$ cat src/rtl/banco_registro_param_if.sv
// Bus bundle for banco_registro_param: write port, two read ports and the clear handshake.
interface banco_registro_param_if #(
  parameter int unsigned BITS_PALAVRA  = 32,
  parameter int unsigned END_REGISTROS = 4
);
  logic                     habilita;
  logic [END_REGISTROS-1:0] end_escrita;
  logic [BITS_PALAVRA-1:0]  E;
  logic [END_REGISTROS-1:0] end_a;
  logic [END_REGISTROS-1:0] end_b;
  logic [BITS_PALAVRA-1:0]  A;
  logic [BITS_PALAVRA-1:0]  B;
  logic                     limpa;
  logic                     ocupado;
  logic                     escrita_perdida;

  modport master (
    output habilita, end_escrita, E, end_a, end_b, limpa,
    input  A, B, ocupado, escrita_perdida
  );

  modport slave (
    input  habilita, end_escrita, E, end_a, end_b, limpa,
    output A, B, ocupado, escrita_perdida
  );
endinterface

$ cat src/rtl/banco_registro_param.sv
// Parameterised register file, falling-edge clocked, with write-through bypass
// and a sequential clear that walks every register once.
module banco_registro_param #(
  parameter int unsigned BITS_PALAVRA  = 32,
  parameter int unsigned END_REGISTROS = 4,
  parameter bit          ZERO_R0       = 1'b0
) (
  input  logic clock,
  input  logic reset,
  banco_registro_param_if.slave bus
);
  localparam int unsigned NUM_REGS = 2 ** END_REGISTROS;
  localparam logic [END_REGISTROS-1:0] ULTIMO = END_REGISTROS'(NUM_REGS - 1);

  typedef enum logic {OCIOSO = 1'b0, LIMPANDO = 1'b1} estado_t;

  estado_t                  state, state_n;
  logic [END_REGISTROS-1:0] cont, cont_n;
  logic [BITS_PALAVRA-1:0]  a_q, a_n, b_q, b_n;
  logic                     ocupado_q, ocupado_n;
  logic                     perdida_q, perdida_n;
  logic                     we;
  logic [END_REGISTROS-1:0] waddr;
  logic [BITS_PALAVRA-1:0]  wdata;
  logic [BITS_PALAVRA-1:0]  rd_a, rd_b;
  logic                     escrita_ok;

  logic [BITS_PALAVRA-1:0]  registro [NUM_REGS];

  // Register 0 is hardwired to zero when ZERO_R0 is set.
  assign rd_a = (ZERO_R0 && bus.end_a == '0) ? '0 : registro[bus.end_a];
  assign rd_b = (ZERO_R0 && bus.end_b == '0) ? '0 : registro[bus.end_b];
  assign escrita_ok = bus.habilita && !(ZERO_R0 && bus.end_escrita == '0);

  // Next-state, write port selection and output next values.
  always_comb begin
    state_n   = state;
    cont_n    = cont;
    a_n       = a_q;
    b_n       = b_q;
    ocupado_n = ocupado_q;
    perdida_n = 1'b0;
    we        = 1'b0;
    waddr     = bus.end_escrita;
    wdata     = bus.E;
    case (state)
      OCIOSO: begin
        a_n = rd_a;
        b_n = rd_b;
        if (bus.limpa) begin
          // Clear request wins over a coincident write.
          state_n   = LIMPANDO;
          cont_n    = '0;
          ocupado_n = 1'b1;
          perdida_n = bus.habilita;
        end else if (escrita_ok) begin
          we = 1'b1;
          if (bus.end_a == bus.end_escrita) a_n = bus.E;
          if (bus.end_b == bus.end_escrita) b_n = bus.E;
        end
      end
      LIMPANDO: begin
        we        = 1'b1;
        waddr     = cont;
        wdata     = '0;
        cont_n    = cont + END_REGISTROS'(1);
        perdida_n = bus.habilita;
        if (cont == ULTIMO) begin
          state_n   = OCIOSO;
          ocupado_n = 1'b0;
        end
      end
      default: state_n = OCIOSO;
    endcase
  end

  // Control and output registers.
  always_ff @(negedge clock or negedge reset) begin
    if (!reset) begin
      state     <= OCIOSO;
      cont      <= '0;
      a_q       <= '0;
      b_q       <= '0;
      ocupado_q <= 1'b0;
      perdida_q <= 1'b0;
    end else begin
      state     <= state_n;
      cont      <= cont_n;
      a_q       <= a_n;
      b_q       <= b_n;
      ocupado_q <= ocupado_n;
      perdida_q <= perdida_n;
    end
  end

  // Storage array.
  always_ff @(negedge clock or negedge reset) begin
    if (!reset) begin
      for (int unsigned i = 0; i < NUM_REGS; i++) registro[i] <= '0;
    end else begin
      for (int unsigned i = 0; i < NUM_REGS; i++) begin
        if (we && waddr == END_REGISTROS'(i)) registro[i] <= wdata;
      end
    end
  end

  assign bus.A               = a_q;
  assign bus.B               = b_q;
  assign bus.ocupado         = ocupado_q;
  assign bus.escrita_perdida = perdida_q;
endmodule

$ cat src/flat_wrapper.sv
// flat-port wrapper written by rule: the top's interface ports become plain ports
module banco_registro_param_flat 
#(
  parameter int unsigned BITS_PALAVRA  = 32,
  parameter int unsigned END_REGISTROS = 4,
  parameter bit          ZERO_R0       = 1'b0
)
  (clock, reset, bus_habilita, bus_end_escrita, bus_E, bus_end_a, bus_end_b, bus_limpa, bus_A, bus_B, bus_ocupado, bus_escrita_perdida);
  banco_registro_param_if #(.BITS_PALAVRA(BITS_PALAVRA), .END_REGISTROS(END_REGISTROS)) bus_i ();
  input  logic clock;
  input  logic reset;
  input wire logic [$bits(bus_i.habilita)-1:0] bus_habilita;
  input wire logic [$bits(bus_i.end_escrita)-1:0] bus_end_escrita;
  input wire logic [$bits(bus_i.E)-1:0] bus_E;
  input wire logic [$bits(bus_i.end_a)-1:0] bus_end_a;
  input wire logic [$bits(bus_i.end_b)-1:0] bus_end_b;
  input wire logic [$bits(bus_i.limpa)-1:0] bus_limpa;
  output wire logic [$bits(bus_i.A)-1:0] bus_A;
  output wire logic [$bits(bus_i.B)-1:0] bus_B;
  output wire logic [$bits(bus_i.ocupado)-1:0] bus_ocupado;
  output wire logic [$bits(bus_i.escrita_perdida)-1:0] bus_escrita_perdida;
  assign bus_i.habilita = bus_habilita;
  assign bus_i.end_escrita = bus_end_escrita;
  assign bus_i.E = bus_E;
  assign bus_i.end_a = bus_end_a;
  assign bus_i.end_b = bus_end_b;
  assign bus_i.limpa = bus_limpa;
  assign bus_A = bus_i.A;
  assign bus_B = bus_i.B;
  assign bus_ocupado = bus_i.ocupado;
  assign bus_escrita_perdida = bus_i.escrita_perdida;
  banco_registro_param #(.BITS_PALAVRA(BITS_PALAVRA), .END_REGISTROS(END_REGISTROS), .ZERO_R0(ZERO_R0)) u_core (.clock(clock), .reset(reset), .bus(bus_i));
endmodule
$ cat config.mk
export PLATFORM = sky130hd
export DESIGN_NAME = banco_registro_param_flat
export DESIGN_NICKNAME = d
export VERILOG_FILES = /design/src/rtl/banco_registro_param_if.sv /design/src/rtl/banco_registro_param.sv /design/src/flat_wrapper.sv
export SDC_FILE = /design/constraint.sdc
export NUM_CORES = 1
export LEC_CHECK = 0
export CORE_ASPECT_RATIO = 0.5
export CORE_MARGIN = 2
export CORE_UTILIZATION = 62
export CTS_BUF_LIST = sky130_fd_sc_hd__clkbuf_8 sky130_fd_sc_hd__clkbuf_16
export DETAILED_ROUTE_END_ITERATION = 6
export PLACE_DENSITY = 0.87
export SLEW_MARGIN = 10
export SYNTH_ARGS = -nofsm -noshare
export SYNTH_HDL_FRONTEND = slang
export SYNTH_SLANG_ARGS = --single-unit
$ cat constraint.sdc
create_clock -name clock -period 2 [get_ports clock]
set_input_delay 0.4 -clock clock [delete_from_list [all_inputs] [get_ports clock]]
set_output_delay 0.4 -clock clock [all_outputs]
set_load 0.05 [all_outputs]
==> results of run 1 <==
## synthesized netlist by cell type (2+ instances only)
cell      count
nand2_1     675
buf_2       101
o221ai_2     16
mux2i_1     192
o32ai_1      64
clkbuf_1    107
nand2b_1     64
a41oi_1       2
a31oi_1      64
buf_8         3
nand4_1      66
o31a_1        2
buf_6         8
o21ai_1      66
mux4_1        2
and3b_1       3
clkbuf_2     19
clkbuf_4      3
nor3b_4       2
or2_2        64
mux4_2      190
xnor2_1       8
nor2b_1       3
buf_4        29
o21ai_0     450
dfrtn_1     583
nor2_1        5
## logic make-up after synthesis
logic type      synth area share
buf+inv                   0.0461
fa+ha+maj               0.000416
xor+xnor                 0.00262
flops                      0.485
compound gates             0.127
simple gates               0.130
mux                        0.209
## layer usage
| layer | overflow | GRT usage |
|---|---|---|
| met1 | 0 | 0.834 |
| met2 | 1 | 0.900 |
| met3 | 0 | 0.781 |
| met4 | 1 | 0.726 |
| met5 | 0 | 0.530 |
## timing repair
item | CTS
pin swaps | 133
resized for setup | 716
cloned | 86
buffers inserted | 126
setup endpoints to repair | 648
## per-stage QoR
stage	cell area, µm²	std cells	setup TNS [ps]
detailed placement	35500	3583	-726170
CTS	43300	3884	-247280
global placement	35500	3583	-696390
floorplan	30600	2808	-317610
==> impl_metrics.py, run 1 <==
metrics = {
    "outcome": {
        "status": "did not finish",
        "failing_step": "5_1_grt",
        "tool.error": "[ERROR GRT-0116] Global routing finished with congestion. Check the congestion regions in the DRC Viewer.",
    },
    "grt": {
        "grt_usage": 0.818,
        "grt_pass1_wl_um": 291000,
        "grt-ovfl-total": 2,
        "grt_pass1_vias": 39200,
        "grt_max_degree": 70,
    },
    "clock_tree": {
        "cts_buffer_depth": 3,
        "cts.htree.levels": 2,
        "clockRootBuffer": "clkbuf_16",
        "cts_sinks": 583,
        "ctsHoldBuffers": 0,
        "cts_buffers": 50,
    },
    "floorplan": {
        "rows": 57,
        "die_h_um": 160,
        "ios": 114,
        "start_util": 0.624,
        "fp.dieW_um": 316,
    },
    "place": {
        "io_buffers": 113,
        "gp_congestion": 0.888,
        "hpwl_um": 63200,
        "dp_slack_ps": -1380,
    },
    "logic_synthesis": {
        "async_flop_share": 1.00,
        "synth.largest_area_cell": "dfrtn_1",
        "syn-num-nets": 2857,
        "ys_ff_latch": 583,
        "synth_edf_count": 0,
        "ys_types": 44,
        "synth_cells": 2808,
        "avgSynthCellArea_um2": 10.7,
        "yosys_warnings": 0,
        "synth_top_area_frac": 0.485,
        "ys.flop_type": "dfrtn_1",
        "synth_seq_area_share": 0.485,
        "synth_area_leaders": "dfrtn_1 (48%), mux4_2 (14%), nand2_1 (8.4%)",
        "synth_area_um2": 30100,
    },
}
==> inputs of run 2 (changes only) <==
--- a/config.mk
+++ b/config.mk
@@ -5,12 +5,10 @@
 export SDC_FILE = /design/constraint.sdc
 export NUM_CORES = 1
 export LEC_CHECK = 0
-export CORE_ASPECT_RATIO = 0.5
 export CORE_MARGIN = 2
-export CORE_UTILIZATION = 62
-export CTS_BUF_LIST = sky130_fd_sc_hd__clkbuf_8 sky130_fd_sc_hd__clkbuf_16
+export CORE_UTILIZATION = 40
 export DETAILED_ROUTE_END_ITERATION = 6
-export PLACE_DENSITY = 0.87
+export PLACE_DENSITY_LB_ADDON = 0.15
 export SLEW_MARGIN = 10
 export SYNTH_ARGS = -nofsm -noshare
 export SYNTH_HDL_FRONTEND = slang
==> impl_metrics.py, run 2 <==
metrics = {
    "logic_synthesis": {
        "synth_area_um2": 30100,
        "synth_seq_area_share": 0.485,
        "synth_cells": 2808,
        "synth_top_area_frac": 0.485,
        "synth_area_leaders": "dfrtn_1 (48%), mux4_2 (14%), nand2_1 (8.4%)",
        "yosys_warnings": 0,
        "yosysMostFrequentCell": "nand2_1",
        "avgSynthCellArea_um2": 10.7,
        "synth_edf_count": 0,
        "async_flop_share": 1.00,
        "ys_ff_latch": 583,
        "ys_types": 44,
        "synth.largest_area_cell": "dfrtn_1",
        "synth_common_cells": "nand2_1 (675), dfrtn_1 (583), o21ai_0 (450)",
        "ys.flop_type": "dfrtn_1",
        "syn-num-nets": 2857,
    },
    "grt": {
        "grt_usage": 0.310,
        "antenna_found_initial": 3,
        "grt-busiest-layer": "met2",
        "grt-ovfl-total": 0,
        "grt_max_degree": 65,
        "grt.met2_usage": 0.491,
        "use_met3": 0.0625,
        "use_met1": 0.411,
        "grt_pass1_wl_um": 179000,
        "grt_pass1_vias": 26900,
    },
    "power_and_ir_drop": {
        "power.density_nw_per_um2": 1500,
        "p_leak_nw": 19.6,
        "peakVddDrop_mv": 0.980,
        "power_w": 0.0689,
    },
    "worst_setup_path": {
        "critPathKind": "reg2out",
        "critPathMaxStageDelay_ps": 560,
        "path_buf_inv": 1,
        "arrival_ps": 2350,
        "cp-end-kind": "output port",
        "slowest_stage": "dfrtn_1",
        "cp_data_required_time_ps": 1600,
        "crit_family": "flip-flops",
        "worstPathMaxFanout": 2,
        "startpoint_type": "flip-flop",
        "crit_path_cell_trace": "buf_12",
    },
    "timing": {
        "slew-limit-headroom": 0.441,
        "holdWs_ps": 446,
        "setup_viol": 642,
        "setup_slack_ps": -748,
        "rsz0062_at_grt": "true",
        "fin_skew_ps": 16.3,
        "worst_pin_slew_ps": 838,
        "finalHoldViolCount": 0,
        "slew_violations": 0,
    },
    "clock_tree": {
        "clk_latency_ps": 610,
        "clockRootBuffer": "clkbuf_16",
        "cts_buffers": 68,
        "cts.htree.levels": 3,
        "cts_sinks": 583,
        "tritoncts": "done",
        "cts_buffer_depth": 3,
        "clk_pin_slew_ps": 50,
        "ctsHoldBuffers": 0,
    },
    "place": {
        "io_buffers": 113,
        "hpwl_um": 65500,
        "postPlaceCellArea_um2": 36400,
        "gp_congestion": 0.832,
    },
    "route": {
        "via_per_inst": 6.34,
        "drc": 0,
        "drt_wl_total_um": 132000,
        "wl_per_cell_um": 30.6,
        "drt_pass1_iterations": 5,
        "drtIter0Drc": 3328,
        "antenna_left": 0,
        "dr_total_vias": 27400,
    },
    "floorplan": {
        "ios": 114,
        "core_area_um2": 74400,
        "start_util": 0.404,
        "rows": 100,
        "die_area_um2": 77500,
        "fp.dieW_um": 278,
        "die_h_um": 278,
    },
    "layout": {
        "top_register": "u_core.registro",
        "nFillCells": 5539,
        "drive_above_1_share": 0.458,
        "syn_to_final_growth_pct": 52.5,
        "fin_nets": 3353,
        "final_cell_mix": "dfrtn_1 (583), nand2_1 (430), buf_12 (258), buf_4 (246), o21ai_1 (212)",
        "layout_commonest_cell": "dfrtn_1",
        "design_area_um2": 45900,
        "largest_register_ffs": 512,
    },
    "outcome": {
        "status": "finished with violations",
        "violations": "negative setup slack",
    },
    "min_path": {
        "hp-class": "reg2reg",
    },
    "flow_run": {
        "maxCapViolations": 0,
    },
}
-- run 2: cell counts after synthesis --
No cell type changed its count.
-- run 2: metal layers --
layer / share of wire / vias to the layer above
li1: - / 11200
met1: 0.38 / 14100
met2: 0.46 / 1605
met3: 0.097 / 480
met4: 0.062 / 6
met5: 0.00081 / -
-- run 2: area by class of cell --
type,instances,area [µm²],area share
Inverter,2,10.0,0.000218
Clock inverter,19,272,0.00591
Antenna cell,1,2.50,0.0000545
Sequential cell,583,14600,0.318
Multi-Input combinational cell,1953,17300,0.376
Tap cell,969,1210,0.0264
Timing Repair Buffer,696,10600,0.230
Clock buffer,98,2010,0.0437
-- run 2: worst paths after layout --
kind	start	endpoint	slack, ps	cells past startpoint
hold / removal	u_core.registro[208]$_DFFE_NN0P_	u_core.registro[208]$_DFFE_NN0P_	450	2
setup reg to reg	u_core.state$_DFF_NN0_	u_core.registro[144]$_DFFE_NN0P_	-320	11
setup / recovery	u_core.bus.A[3]$_DFFE_NN0N_	bus_A[3]	-750	1
hold reg to reg	u_core.registro[208]$_DFFE_NN0P_	u_core.registro[208]$_DFFE_NN0P_	450	2
max in group asynchronous	reset	u_core.registro[367]$_DFFE_NN0P_	700	3
min in group asynchronous	reset	u_core.bus.B[27]$_DFFE_NN0N_	540	1
-- run 2: power breakdown --
part           switching, W  internal, W
Sequential          0.00517       0.0169
Combinational        0.0167       0.0171
Clock               0.00527      0.00776
-- run 2: per-stage QoR --
| step | TNS [ps] | std cells | util | worst slack, ps |
|---|---|---|---|---|
| final | -279220 | 4321 | 0.617 | -748 |
| after global routing | -307260 | 4320 | 0.617 | -746 |
| after CTS | -282350 | 4223 | 0.574 | -741 |
| after detailed placement | -777480 | 3953 | 0.489 | -1460 |
| after global placement | -759840 | 3953 | 0.489 | -1440 |
| after floorplan | -317610 | 2808 | - | -727 |
-- run 2: cell families after synthesis --
kind of cell	share of synthesized area
adders and majority gates	0.000416
buffers and inverters	0.0461
DFF	0.485
xor gates and xnor gates	0.00262
AOI/OAI and AO/OA	0.127
muxes	0.209
and+or+nand+nor	0.130
-- run 2: repair_timing --
item | 4_1_cts | 5_1_grt
buffers inserted | 94 | 89
pin swaps | 143 | 146
hold endpoints to repair | 0 | 0
setup endpoints to repair | 646 | 645
gates cloned | 61 | 36
resized for setup | 497 | 578
Power figures use the tool's default switching activity.
